===== src/rtl/pe_conv_ctrl_if.sv =====
`default_nettype none
// +--------------------------------------------------------------------------+
// | pe_conv_ctrl_if                                                          |
// | Scheduler, datapath and psum-consumer signals of one PE row sequencer.   |
// | Rev 1.0                                                                  |
// +--------------------------------------------------------------------------+
interface pe_conv_ctrl_if #(
  parameter int S_W = 4,
  parameter int W_W = 6
);
  logic           start;
  logic [S_W-1:0] cfg_s;
  logic [W_W-1:0] cfg_w;
  logic           busy;
  logic           done;
  logic           err;
  logic [S_W-1:0] filt_addr;
  logic [W_W-1:0] ifmap_addr;
  logic           mac_en;
  logic           psum_clr;
  logic           out_valid;
  logic           out_ready;
  logic [W_W-1:0] out_idx;

  modport master (
    output start, cfg_s, cfg_w, out_ready,
    input  busy, done, err, filt_addr, ifmap_addr, mac_en, psum_clr,
           out_valid, out_idx
  );

  modport slave (
    input  start, cfg_s, cfg_w, out_ready,
    output busy, done, err, filt_addr, ifmap_addr, mac_en, psum_clr,
           out_valid, out_idx
  );
endinterface
`default_nettype wire


===== src/rtl/pe_conv_ctrl.sv =====
`default_nettype none
// +--------------------------------------------------------------------------+
// | pe_conv_ctrl                                                             |
// | Sequences a 1-D row convolution: E=W-S+1 outputs of S MACs each.         |
// | Rev 1.0                                                                  |
// +--------------------------------------------------------------------------+
module pe_conv_ctrl #(
  parameter int S_W = 4,
  parameter int W_W = 6
) (
  input  wire logic          clk,
  input  wire logic          rst,
  pe_conv_ctrl_if.slave      bus
);

  localparam int CW = (S_W > W_W) ? S_W : W_W;

  localparam logic [2:0] ST_IDLE = 3'd0;
  localparam logic [2:0] ST_MAC  = 3'd1;
  localparam logic [2:0] ST_WAIT = 3'd2;
  localparam logic [2:0] ST_OUT  = 3'd3;
  localparam logic [2:0] ST_DONE = 3'd4;

  logic [2:0]     r_state;
  logic [2:0]     w_next_state;
  logic [S_W-1:0] r_k;
  logic [S_W-1:0] r_k_last;
  logic [W_W-1:0] r_e;
  logic [W_W-1:0] r_e_last;
  logic           r_rej;

  logic [CW-1:0]  w_s_ext;
  logic [CW-1:0]  w_w_ext;
  logic [CW-1:0]  w_span;
  logic [CW-1:0]  w_addr;
  logic           w_cfg_bad;
  logic           w_k_last;
  logic           w_e_last;
  logic           w_handshake;

  assign w_s_ext     = CW'(bus.cfg_s);
  assign w_w_ext     = CW'(bus.cfg_w);
  assign w_cfg_bad   = (bus.cfg_s == '0) || (w_s_ext > w_w_ext);
  // W-S equals E-1; only meaningful when the config is accepted
  assign w_span      = w_w_ext - w_s_ext;
  assign w_addr      = CW'(r_e) + CW'(r_k);
  assign w_k_last    = (r_k == r_k_last);
  assign w_e_last    = (r_e == r_e_last);
  assign w_handshake = bus.out_ready;

  always_ff @(posedge clk) begin
    if (rst) begin
      r_state <= ST_IDLE;
    end else begin
      r_state <= w_next_state;
    end
  end

  always_comb begin
    w_next_state = r_state;
    case (r_state)
      ST_IDLE: if (bus.start) w_next_state = w_cfg_bad ? ST_DONE : ST_MAC;
      ST_MAC:  if (w_k_last)  w_next_state = ST_WAIT;
      ST_WAIT: w_next_state = ST_OUT;
      ST_OUT:  if (w_handshake) w_next_state = w_e_last ? ST_DONE : ST_MAC;
      ST_DONE: w_next_state = ST_IDLE;
      default: w_next_state = ST_IDLE;
    endcase
  end

  always_ff @(posedge clk) begin
    if (rst) begin
      r_k      <= '0;
      r_k_last <= '0;
      r_e      <= '0;
      r_e_last <= '0;
      r_rej    <= 1'b0;
    end else begin
      case (r_state)
        ST_IDLE: begin
          if (bus.start) begin
            r_k_last <= bus.cfg_s - S_W'(1);
            r_e_last <= w_span[W_W-1:0];
            r_rej    <= w_cfg_bad;
            r_e      <= '0;
            r_k      <= '0;
          end
        end
        ST_MAC: r_k <= r_k + S_W'(1);
        ST_OUT: begin
          if (w_handshake && !w_e_last) begin
            r_e <= r_e + W_W'(1);
            r_k <= '0;
          end
        end
        default: ;
      endcase
    end
  end

  always_comb begin
    bus.busy       = (r_state != ST_IDLE);
    bus.done       = 1'b0;
    bus.err        = 1'b0;
    bus.mac_en     = 1'b0;
    bus.psum_clr   = 1'b0;
    bus.filt_addr  = '0;
    bus.ifmap_addr = '0;
    bus.out_valid  = 1'b0;
    bus.out_idx    = '0;
    case (r_state)
      ST_MAC: begin
        bus.mac_en     = 1'b1;
        bus.psum_clr   = (r_k == '0);
        bus.filt_addr  = r_k;
        bus.ifmap_addr = w_addr[W_W-1:0];
      end
      ST_OUT: begin
        bus.out_valid = 1'b1;
        bus.out_idx   = r_e;
      end
      ST_DONE: begin
        bus.done = 1'b1;
        bus.err  = r_rej;
      end
      default: ;
    endcase
  end

endmodule
`default_nettype wire


===== src/flat_wrapper.sv =====
// flat-port wrapper written by rule: the top's interface ports become plain ports
module pe_conv_ctrl_flat 
#(
  parameter int S_W = 4,
  parameter int W_W = 6
)
  (clk, rst, bus_start, bus_cfg_s, bus_cfg_w, bus_out_ready, bus_busy, bus_done, bus_err, bus_filt_addr, bus_ifmap_addr, bus_mac_en, bus_psum_clr, bus_out_valid, bus_out_idx);
  pe_conv_ctrl_if #(.S_W(S_W), .W_W(W_W)) bus_i ();
  input  wire logic clk;
  input  wire logic rst;
  input wire logic [$bits(bus_i.start)-1:0] bus_start;
  input wire logic [$bits(bus_i.cfg_s)-1:0] bus_cfg_s;
  input wire logic [$bits(bus_i.cfg_w)-1:0] bus_cfg_w;
  input wire logic [$bits(bus_i.out_ready)-1:0] bus_out_ready;
  output wire logic [$bits(bus_i.busy)-1:0] bus_busy;
  output wire logic [$bits(bus_i.done)-1:0] bus_done;
  output wire logic [$bits(bus_i.err)-1:0] bus_err;
  output wire logic [$bits(bus_i.filt_addr)-1:0] bus_filt_addr;
  output wire logic [$bits(bus_i.ifmap_addr)-1:0] bus_ifmap_addr;
  output wire logic [$bits(bus_i.mac_en)-1:0] bus_mac_en;
  output wire logic [$bits(bus_i.psum_clr)-1:0] bus_psum_clr;
  output wire logic [$bits(bus_i.out_valid)-1:0] bus_out_valid;
  output wire logic [$bits(bus_i.out_idx)-1:0] bus_out_idx;
  assign bus_i.start = bus_start;
  assign bus_i.cfg_s = bus_cfg_s;
  assign bus_i.cfg_w = bus_cfg_w;
  assign bus_i.out_ready = bus_out_ready;
  assign bus_busy = bus_i.busy;
  assign bus_done = bus_i.done;
  assign bus_err = bus_i.err;
  assign bus_filt_addr = bus_i.filt_addr;
  assign bus_ifmap_addr = bus_i.ifmap_addr;
  assign bus_mac_en = bus_i.mac_en;
  assign bus_psum_clr = bus_i.psum_clr;
  assign bus_out_valid = bus_i.out_valid;
  assign bus_out_idx = bus_i.out_idx;
  pe_conv_ctrl #(.S_W(S_W), .W_W(W_W)) u_core (.clk(clk), .rst(rst), .bus(bus_i));
endmodule

===== config.mk =====
export PLATFORM = sky130hd
export DESIGN_NAME = pe_conv_ctrl_flat
export DESIGN_NICKNAME = d
export VERILOG_FILES = /design/src/rtl/pe_conv_ctrl_if.sv /design/src/rtl/pe_conv_ctrl.sv /design/src/flat_wrapper.sv
export SDC_FILE = /design/constraint.sdc
export NUM_CORES = 1
export LEC_CHECK = 0
export CORE_ASPECT_RATIO = 0.8
export CORE_UTILIZATION = 65
export CTS_BUF_LIST = sky130_fd_sc_hd__clkbuf_8
export DETAILED_ROUTE_END_ITERATION = 16
export DONT_BUFFER_PORTS = 1
export GPL_TIMING_DRIVEN = 0
export PLACE_DENSITY = 0.81
export SLEW_MARGIN = 20
export SYNTH_ARGS = -nofsm -noshare
export SYNTH_HDL_FRONTEND = slang
export SYNTH_SLANG_ARGS = --single-unit

===== constraint.sdc =====
create_clock -name clk -period 2.5 [get_ports clk]
set_clock_uncertainty 0.1 [all_clocks]
set_input_delay 0.125 -clock clk [delete_from_list [all_inputs] [get_ports clk]]
set_output_delay 0.125 -clock clk [all_outputs]
set_load 0.01 [all_outputs]

==> flow_metrics.py, run 1 <==
metrics = {
    "drt": {
        "post_drt_wl_per_cell_um": 14.9,
        "route.detailed.drc": 0,
        "drt_pass1_iterations": 4,
        "vias_per_cell": 6.09,
        "vias": 1534,
        "routed_wirelength_um": 3740,
        "antenna_violating_nets_post_route": 0,
        "drt_iter0_drc": 110,
    },
    "power_and_ir_drop": {
        "power_frac_seq_pct": 41.2,
        "pd_cells_nw_per_um2": 679,
        "cell_internal_pwr_uw": 737,
        "cellLeakagePower_nw": 0.797,
        "vdd_ir_drop_max_uv": 476,
        "p_switching_uw": 494,
        "switching_share_pct": 40.1,
        "clock_power_share_pct": 18.4,
        "comb_power_share_pct": 40.4,
    },
    "floorplan": {
        "ios": 36,
        "initial_core_util_pct": 69.1,
        "placement_rows": 16,
        "die_height_um": 47.6,
        "floorplan.die.width_um": 59.0,
        "core_area_um2": 2440,
        "design.die.area_um2": 2800,
    },
    "synth": {
        "synth_fp_nets": 237,
        "post_synth_xor_area_fraction_pct": 8.83,
        "synth_edf_count": 0,
        "area_of_the_mapped_netlist_um2": 1690,
        "synthCells": 209,
        "ys.warnings.count": 0,
        "synth_adder_area_share_pct": 11.3,
        "yosys.area_share.simple_pct": 23.7,
        "synth_top_family_by_area": "simple AND/OR/NAND/NOR gates",
        "synth_compound_area_share_pct": 18.8,
        "synth_cell_type_count": 45,
        "ys_dominant_reg_cell": "sky130_fd_sc_hd__dfxtp_1",
        "ys_async_sr_fraction_pct": 0,
        "synth_seq_area_share_pct": 28.5,
        "synth_mux_area_share_pct": 1.93,
        "post_synth.cell_area_avg_um2": 8.07,
        "postSynthRegisterBits": 24,
    },
    "sta": {
        "post-route-min-period_ns": 2.26,
        "timing_max_transition_violations_final": 0,
        "finalSetupViolCount": 0,
        "maxClockFrequency_ghz": 0.443,
        "final_hold_viol_count": 0,
        "layout_worst_path_cycle_share_pct": 90.2,
        "grt_setup_unrepaired": "false",
        "worst-slew-pin-transition_ns": 0.818,
        "layout_setup_ws_ns": 0.245,
        "tns_ns": 0,
        "worst_slew_margin_rel_pct": 45.1,
    },
    "critical_path": {
        "critical_path_source_type": "flop",
        "worstReg2RegEnd": "u_core.r_k[2]",
        "reg2reg_setup_slack_ns": 0.39,
        "critical_path.reg2reg.startpoint": "u_core.r_state[2]",
        "timing.critical_path.required_ns": 2.28,
        "critical_path_buf_inv_count": 2,
        "worst-path-stages": 8,
        "cpPeakStageDelay_ns": 0.49,
        "critical_path_class": "reg -> out",
        "critical-path-top-delay-family": "adder cells",
        "critical_path.slowest_cell": "sky130_fd_sc_hd__dfxtp_1",
        "timing.critical_path.arrival_ns": 2.03,
        "critical_path.endpoint_type": "output pin",
        "cp_max_fo": 7,
        "timing.critical_path.mode_cell": "sky130_fd_sc_hd__inv_1",
        "path_cells": "ha_1 -> inv_1 -> fa_1 -> inv_1 -> a21o_1 -> a21oi_1 -> xor2_1 -> nor2_1",
        "reg2reg_depth": 5,
    },
    "clock_network": {
        "cts-root-to-sink-buffers": 2,
        "insertion_delay_ns": 0.27,
        "tritoncts": "built",
        "ctsHtreeMaxLevel": 1,
        "cts-buffers-inserted": 3,
        "clk_pin_slew_worst_paths_ns": 0.08,
        "root_buffer": "sky130_fd_sc_hd__clkbuf_8",
        "cts_num_sinks": 24,
    },
    "layout": {
        "ant_cells": 0,
        "layout_commonest_cell": "sky130_fd_sc_hd__nor2_1",
        "fraction_of_layout_instances_using_a_drive_strength_above_1_pct": 6.02,
        "final.fill_count": 195,
        "layout_common_cells": "sky130_fd_sc_hd__nor2_1, sky130_fd_sc_hd__dfxtp_1, sky130_fd_sc_hd__inv_1",
        "finish.net_count": 246,
        "final_design_area_no_fill_um2": 1810,
        "flow.area_growth_from_synthesis_pct": 7.49,
    },
    "global_routing": {
        "global_route.usage.met3_pct": 7.30,
        "grt_antenna_before_repair": 0,
        "grt_pass1_wl_um": 5790,
        "pin_count_of_the_biggest_net_entering_global_routing": 13,
        "grt_usage_pct": 28.3,
        "gr-usage-met2_pct": 51.6,
        "groute.layer.met1.usage_pct": 33.0,
        "grt_most_used_layer": "met2",
        "grt_pass1_vias": 1348,
        "global_route.overflow_total": 0,
    },
    "placed_design": {
        "port-buffer-count": 0,
        "gp_congestion": 0.882,
        "postPlaceCellArea_um2": 1730,
        "place_worst_setup_slack_ns": 0.484,
        "dpl.hpwl_um": 2840,
    },
    "outcome": {
        "outcome": "complete, no violations",
    },
    "hold_path": {
        "min_delay_path_depth": 3,
        "min_path_type": "in -> reg",
        "hold_path_end": "u_core.r_e_last[0]",
        "hold_path_startpoint": "bus_cfg_w[0]",
    },
    "flow_run": {
        "drv_cap": 0,
    },
}
what timing repair did:
action,in CTS,in global routing
gates resized for setup,0,0
endpoints found under the hold margin,5,0
hold buffers,4,0
buffers inserted,0,0
cell type report:
| type | instances | area (µm²) | area share, % |
|---|---|---|---|
| sequential | 24 | 480 | 26.5 |
| timing repair buffer | 4 | 40.0 | 2.21 |
| inverter | 17 | 63.8 | 3.52 |
| multi-input combinational | 158 | 1090 | 60.1 |
| clock buffer | 3 | 41.3 | 2.28 |
| tap | 36 | 45.0 | 2.48 |
| buffer | 10 | 52.6 | 2.90 |
flip-flops by register name, indices dropped and copies added, names as in the netlist:
signal and count:
u_core.r_k_last 4, u_core.r_e_last 6, u_core.r_e 6, u_core.r_k 4, u_core.r_rej 1, u_core.r_state 3
tightest hold or removal path: stages:
cell,delay [ns]
sky130_fd_sc_hd__inv_1,0.03
sky130_fd_sc_hd__ha_1,0.12
sky130_fd_sc_hd__a211oi_1,0.05
per-stage QoR:
stage          hold WS, ns  total power [mW]  instances  util, %
6_report            0.0128              1.23        252     74.2
5_1_grt             0.0332              1.31        252     74.2
4_1_cts            0.00997              1.23        252     74.2
3_5_place_dp         0.127             0.998        245     70.9
3_3_place_gp         0.127             0.974        245     70.9
2_1_floorplan        0.121             0.885        209        -
routing by layer:
| layer | up-vias | wire (µm) | share of wire (%) |
|---|---|---|---|
| met1 | 730 | 1600 | 43 |
| met5 | - | 0 | 0 |
| met2 | 48 | 1910 | 51 |
| met3 | 8 | 203 | 5.4 |
| met4 | 0 | 35 | 0.94 |
| li1 | 748 | - | - |
worst max path at each step:
| stage | from | endpoint | slack (ns) |
|---|---|---|---|
| floorplan | u_core.r_k[0] | bus_ifmap_addr[4] | 0.73 |
| global placement | u_core.r_state[2] | u_core.r_k[2] | 0.50 |
| detailed placement | u_core.r_state[2] | u_core.r_k[2] | 0.48 |
| CTS | u_core.r_e[0] | bus_ifmap_addr[4] | 0.24 |
| global route | u_core.r_k[0] | bus_ifmap_addr[4] | 0.12 |
| finish | u_core.r_e[0] | bus_ifmap_addr[4] | 0.24 |
kinds of logic after synthesis:
logic type,Yosys count
mux,3
simple gates,79
flops,24
fa+ha+maj,14
xor+xnor,17
buf+inv,27
compound gates,45
synth_stat cells (all sizes together), types with 2 or more instances:
library cell   n  area share [%]
a211oi         9             4.0
a21boi         2            0.89
a21o           3             1.3
a21oi          9             2.7
a2bb2oi        2             1.0
a311oi         3             1.6
a31oi          3             1.1
and2          11             4.2
and3b          2             1.0
buf            5             2.0
clkbuf         5             1.1
dfxtp         24              28
fa             2             2.4
ha            12             8.9
inv           16             3.6
mux2           2             1.3
nand2          9             2.0
nand3          7             2.1
nor2          30             6.7
nor2b          3             1.1
nor3           9             2.7
nor3b          2            0.89
o21a           2            0.89
o21ai          3            0.89
o41ai          2             1.0
or3b           2             1.0
xnor2          5             2.6
xor2          12             6.2
power by group through the flow:
stage / combinational [mW] / sequential, mW / clock (mW)
after detailed placement: 0.483 / 0.515 / 0
after CTS: 0.490 / 0.506 / 0.231
after global routing: 0.550 / 0.515 / 0.245
after floorplan: 0.385 / 0.501 / 0
final: 0.498 / 0.507 / 0.227
after global placement: 0.461 / 0.513 / 0
Note: power is estimated with default switching activity, not from simulation.
==> run 2: changes to the inputs <==
- CELL_PAD_IN_SITES_DETAIL_PLACEMENT: unset -> 1
- CELL_PAD_IN_SITES_GLOBAL_PLACEMENT: unset -> 1
- CORE_UTILIZATION: 65 -> 48
- PLACE_DENSITY: 0.81 -> unset
- PLACE_DENSITY_LB_ADDON: unset -> 0.1
==> flow_metrics.py, run 2 (synthesized netlist as in run 1, its figures left out) <==
metrics = {
    "global_routing": {
        "grt_antenna_before_repair": 0,
        "pin_count_of_the_biggest_net_entering_global_routing": 13,
        "global_route.overflow_total": 0,
        "gr-usage-met2_pct": 44.1,
        "grt_pass1_vias": 1562,
        "grt_most_used_layer": "met2",
        "global_route.usage.met3_pct": 7.17,
        "grt_usage_pct": 25.9,
        "groute.layer.met1.usage_pct": 32.0,
        "grt_pass1_wl_um": 7090,
    },
    "critical_path": {
        "critical_path_class": "reg -> out",
        "worstReg2RegEnd": "u_core.r_k[2]",
        "cp_max_fo": 7,
        "critical_path.reg2reg.startpoint": "u_core.r_state[2]",
        "critical_path.endpoint_type": "output pin",
        "timing.critical_path.arrival_ns": 2.05,
        "reg2reg_setup_slack_ns": 0.28,
        "reg2reg_depth": 5,
        "timing.critical_path.required_ns": 2.28,
        "critical_path_source_type": "flop",
    },
    "sta": {
        "worst_slew_margin_rel_pct": 42.2,
        "layout_worst_path_cycle_share_pct": 91.2,
        "timing_max_transition_violations_final": 0,
        "worst-slew-pin-transition_ns": 0.855,
        "final_hold_viol_count": 0,
        "finalSetupViolCount": 0,
        "grt_setup_unrepaired": "false",
        "maxClockFrequency_ghz": 0.439,
        "timing.hold.ws_ns": 0.0220,
        "post-route-min-period_ns": 2.28,
        "tns_ns": 0,
    },
    "floorplan": {
        "core_area_um2": 3220,
        "design.die.area_um2": 3760,
        "die_height_um": 55.0,
        "placement_rows": 18,
        "floorplan.die.width_um": 68.3,
        "ios": 36,
        "initial_core_util_pct": 52.4,
    },
    "layout": {
        "ant_cells": 0,
        "layout_commonest_cell": "sky130_fd_sc_hd__nor2_1",
        "layout_common_cells": "sky130_fd_sc_hd__nor2_1, sky130_fd_sc_hd__dfxtp_1, sky130_fd_sc_hd__inv_1",
        "flow.area_growth_from_synthesis_pct": 7.79,
        "fraction_of_layout_instances_using_a_drive_strength_above_1_pct": 6.02,
        "finish.net_count": 246,
        "leading_registers_by_flop_count": "u_core.r_e x6, u_core.r_e_last x6",
    },
    "placed_design": {
        "dpl.hpwl_um": 3340,
        "gp_congestion": 0.815,
        "port-buffer-count": 0,
    },
    "drt": {
        "drt_iter0_drc": 131,
        "vias": 1514,
        "vias_per_cell": 5.91,
        "drt_pass1_iterations": 4,
        "routed_wirelength_um": 4330,
        "route.detailed.drc": 0,
        "post_drt_wl_per_cell_um": 16.9,
        "antenna_violating_nets_post_route": 0,
    },
    "clock_network": {
        "tritoncts": "built",
        "ctsHtreeMaxLevel": 1,
        "cts_post_setup_buffers_inserted": 0,
        "cts-root-to-sink-buffers": 2,
        "ctsResizeCount": 0,
        "clk_pin_slew_worst_paths_ns": 0.09,
        "cts-buffers-inserted": 3,
        "hold_buffers": 4,
        "root_buffer": "sky130_fd_sc_hd__clkbuf_8",
        "cts_num_sinks": 24,
        "insertion_delay_ns": 0.27,
    },
    "hold_path": {
        "min_path_type": "in -> reg",
        "min_delay_path_depth": 2,
        "hold_path_end": "u_core.r_e_last[1]",
        "hold_path_startpoint": "bus_cfg_s[1]",
    },
    "power_and_ir_drop": {
        "comb_power_share_pct": 40.7,
        "p_switching_uw": 512,
        "clock_power_share_pct": 18.6,
        "cell_internal_pwr_uw": 739,
        "pd_cells_nw_per_um2": 688,
        "cellLeakagePower_nw": 0.797,
        "vdd_ir_drop_max_uv": 450,
        "power_frac_seq_pct": 40.7,
        "switching_share_pct": 40.9,
        "total_power_mw": 1.25,
    },
    "outcome": {
        "outcome": "complete, no violations",
    },
    "flow_run": {
        "drv_cap": 0,
    },
}
## run 2: cell counts in the layout (fill, tap and decap cells not counted)
Identical to the previous run, type by type.
## run 2: metal layers
layer | up-vias | part of all wire, %
li1 | 738 | -
met1 | 732 | 47
met2 | 38 | 47
met3 | 6 | 4.7
met4 | 0 | 1.1
met5 | - | 0
## run 2: power by group through the flow
stage	Clock [mW]	Combinational [mW]	Sequential, mW
2_1_floorplan	0	0.385	0.501
3_3_place_gp	0	0.474	0.515
3_5_place_dp	0	0.499	0.519
4_1_cts	0.236	0.507	0.509
5_1_grt	0.255	0.573	0.519
6_report	0.233	0.508	0.509
## run 2: how the worst max path moves through the flow
stage	slack, ns	cells after the start	to	start
6_report	0.22	8	bus_ifmap_addr[4]	u_core.r_e[0]
5_1_grt	0.09	8	bus_ifmap_addr[4]	u_core.r_e[0]
4_1_cts	0.22	8	bus_ifmap_addr[4]	u_core.r_e[0]
3_5_place_dp	0.41	5	u_core.r_k[2]	u_core.r_state[2]
3_3_place_gp	0.44	5	u_core.r_k[2]	u_core.r_state[2]
2_1_floorplan	0.73	8	bus_ifmap_addr[4]	u_core.r_k[0]
## run 2: stage by stage
| step | setup WS [ns] | area, µm² | utilization (%) | cells |
|---|---|---|---|---|
| CTS | 0.220 | 1820 | 56.4 | 256 |
| global placement | 0.440 | 1740 | 53.9 | 249 |
| global route | 0.0893 | 1820 | 56.4 | 256 |
| detailed placement | 0.405 | 1740 | 53.9 | 249 |
| floorplan | 0.728 | 1690 | - | 209 |
| finish | 0.221 | 1820 | 56.4 | 256 |
## run 2: final cells by class
type | count | area, µm²
fill | 405 | 1400
multi-input combinational | 158 | 1090
sequential | 24 | 480
inverter | 17 | 63.8
buffer | 10 | 52.6
tap | 40 | 50.0
clock buffer | 3 | 41.3
timing repair buffer | 4 | 40.0
## run 2: worst max-delay path: stages (launching register included)
cell	delay [ns]
sky130_fd_sc_hd__dfxtp_1	0.50
sky130_fd_sc_hd__ha_1	0.23
sky130_fd_sc_hd__inv_1	0.06
sky130_fd_sc_hd__fa_1	0.40
sky130_fd_sc_hd__inv_1	0.07
sky130_fd_sc_hd__a21o_1	0.11
sky130_fd_sc_hd__a21oi_1	0.07
sky130_fd_sc_hd__xor2_1	0.14
sky130_fd_sc_hd__nor2_1	0.19
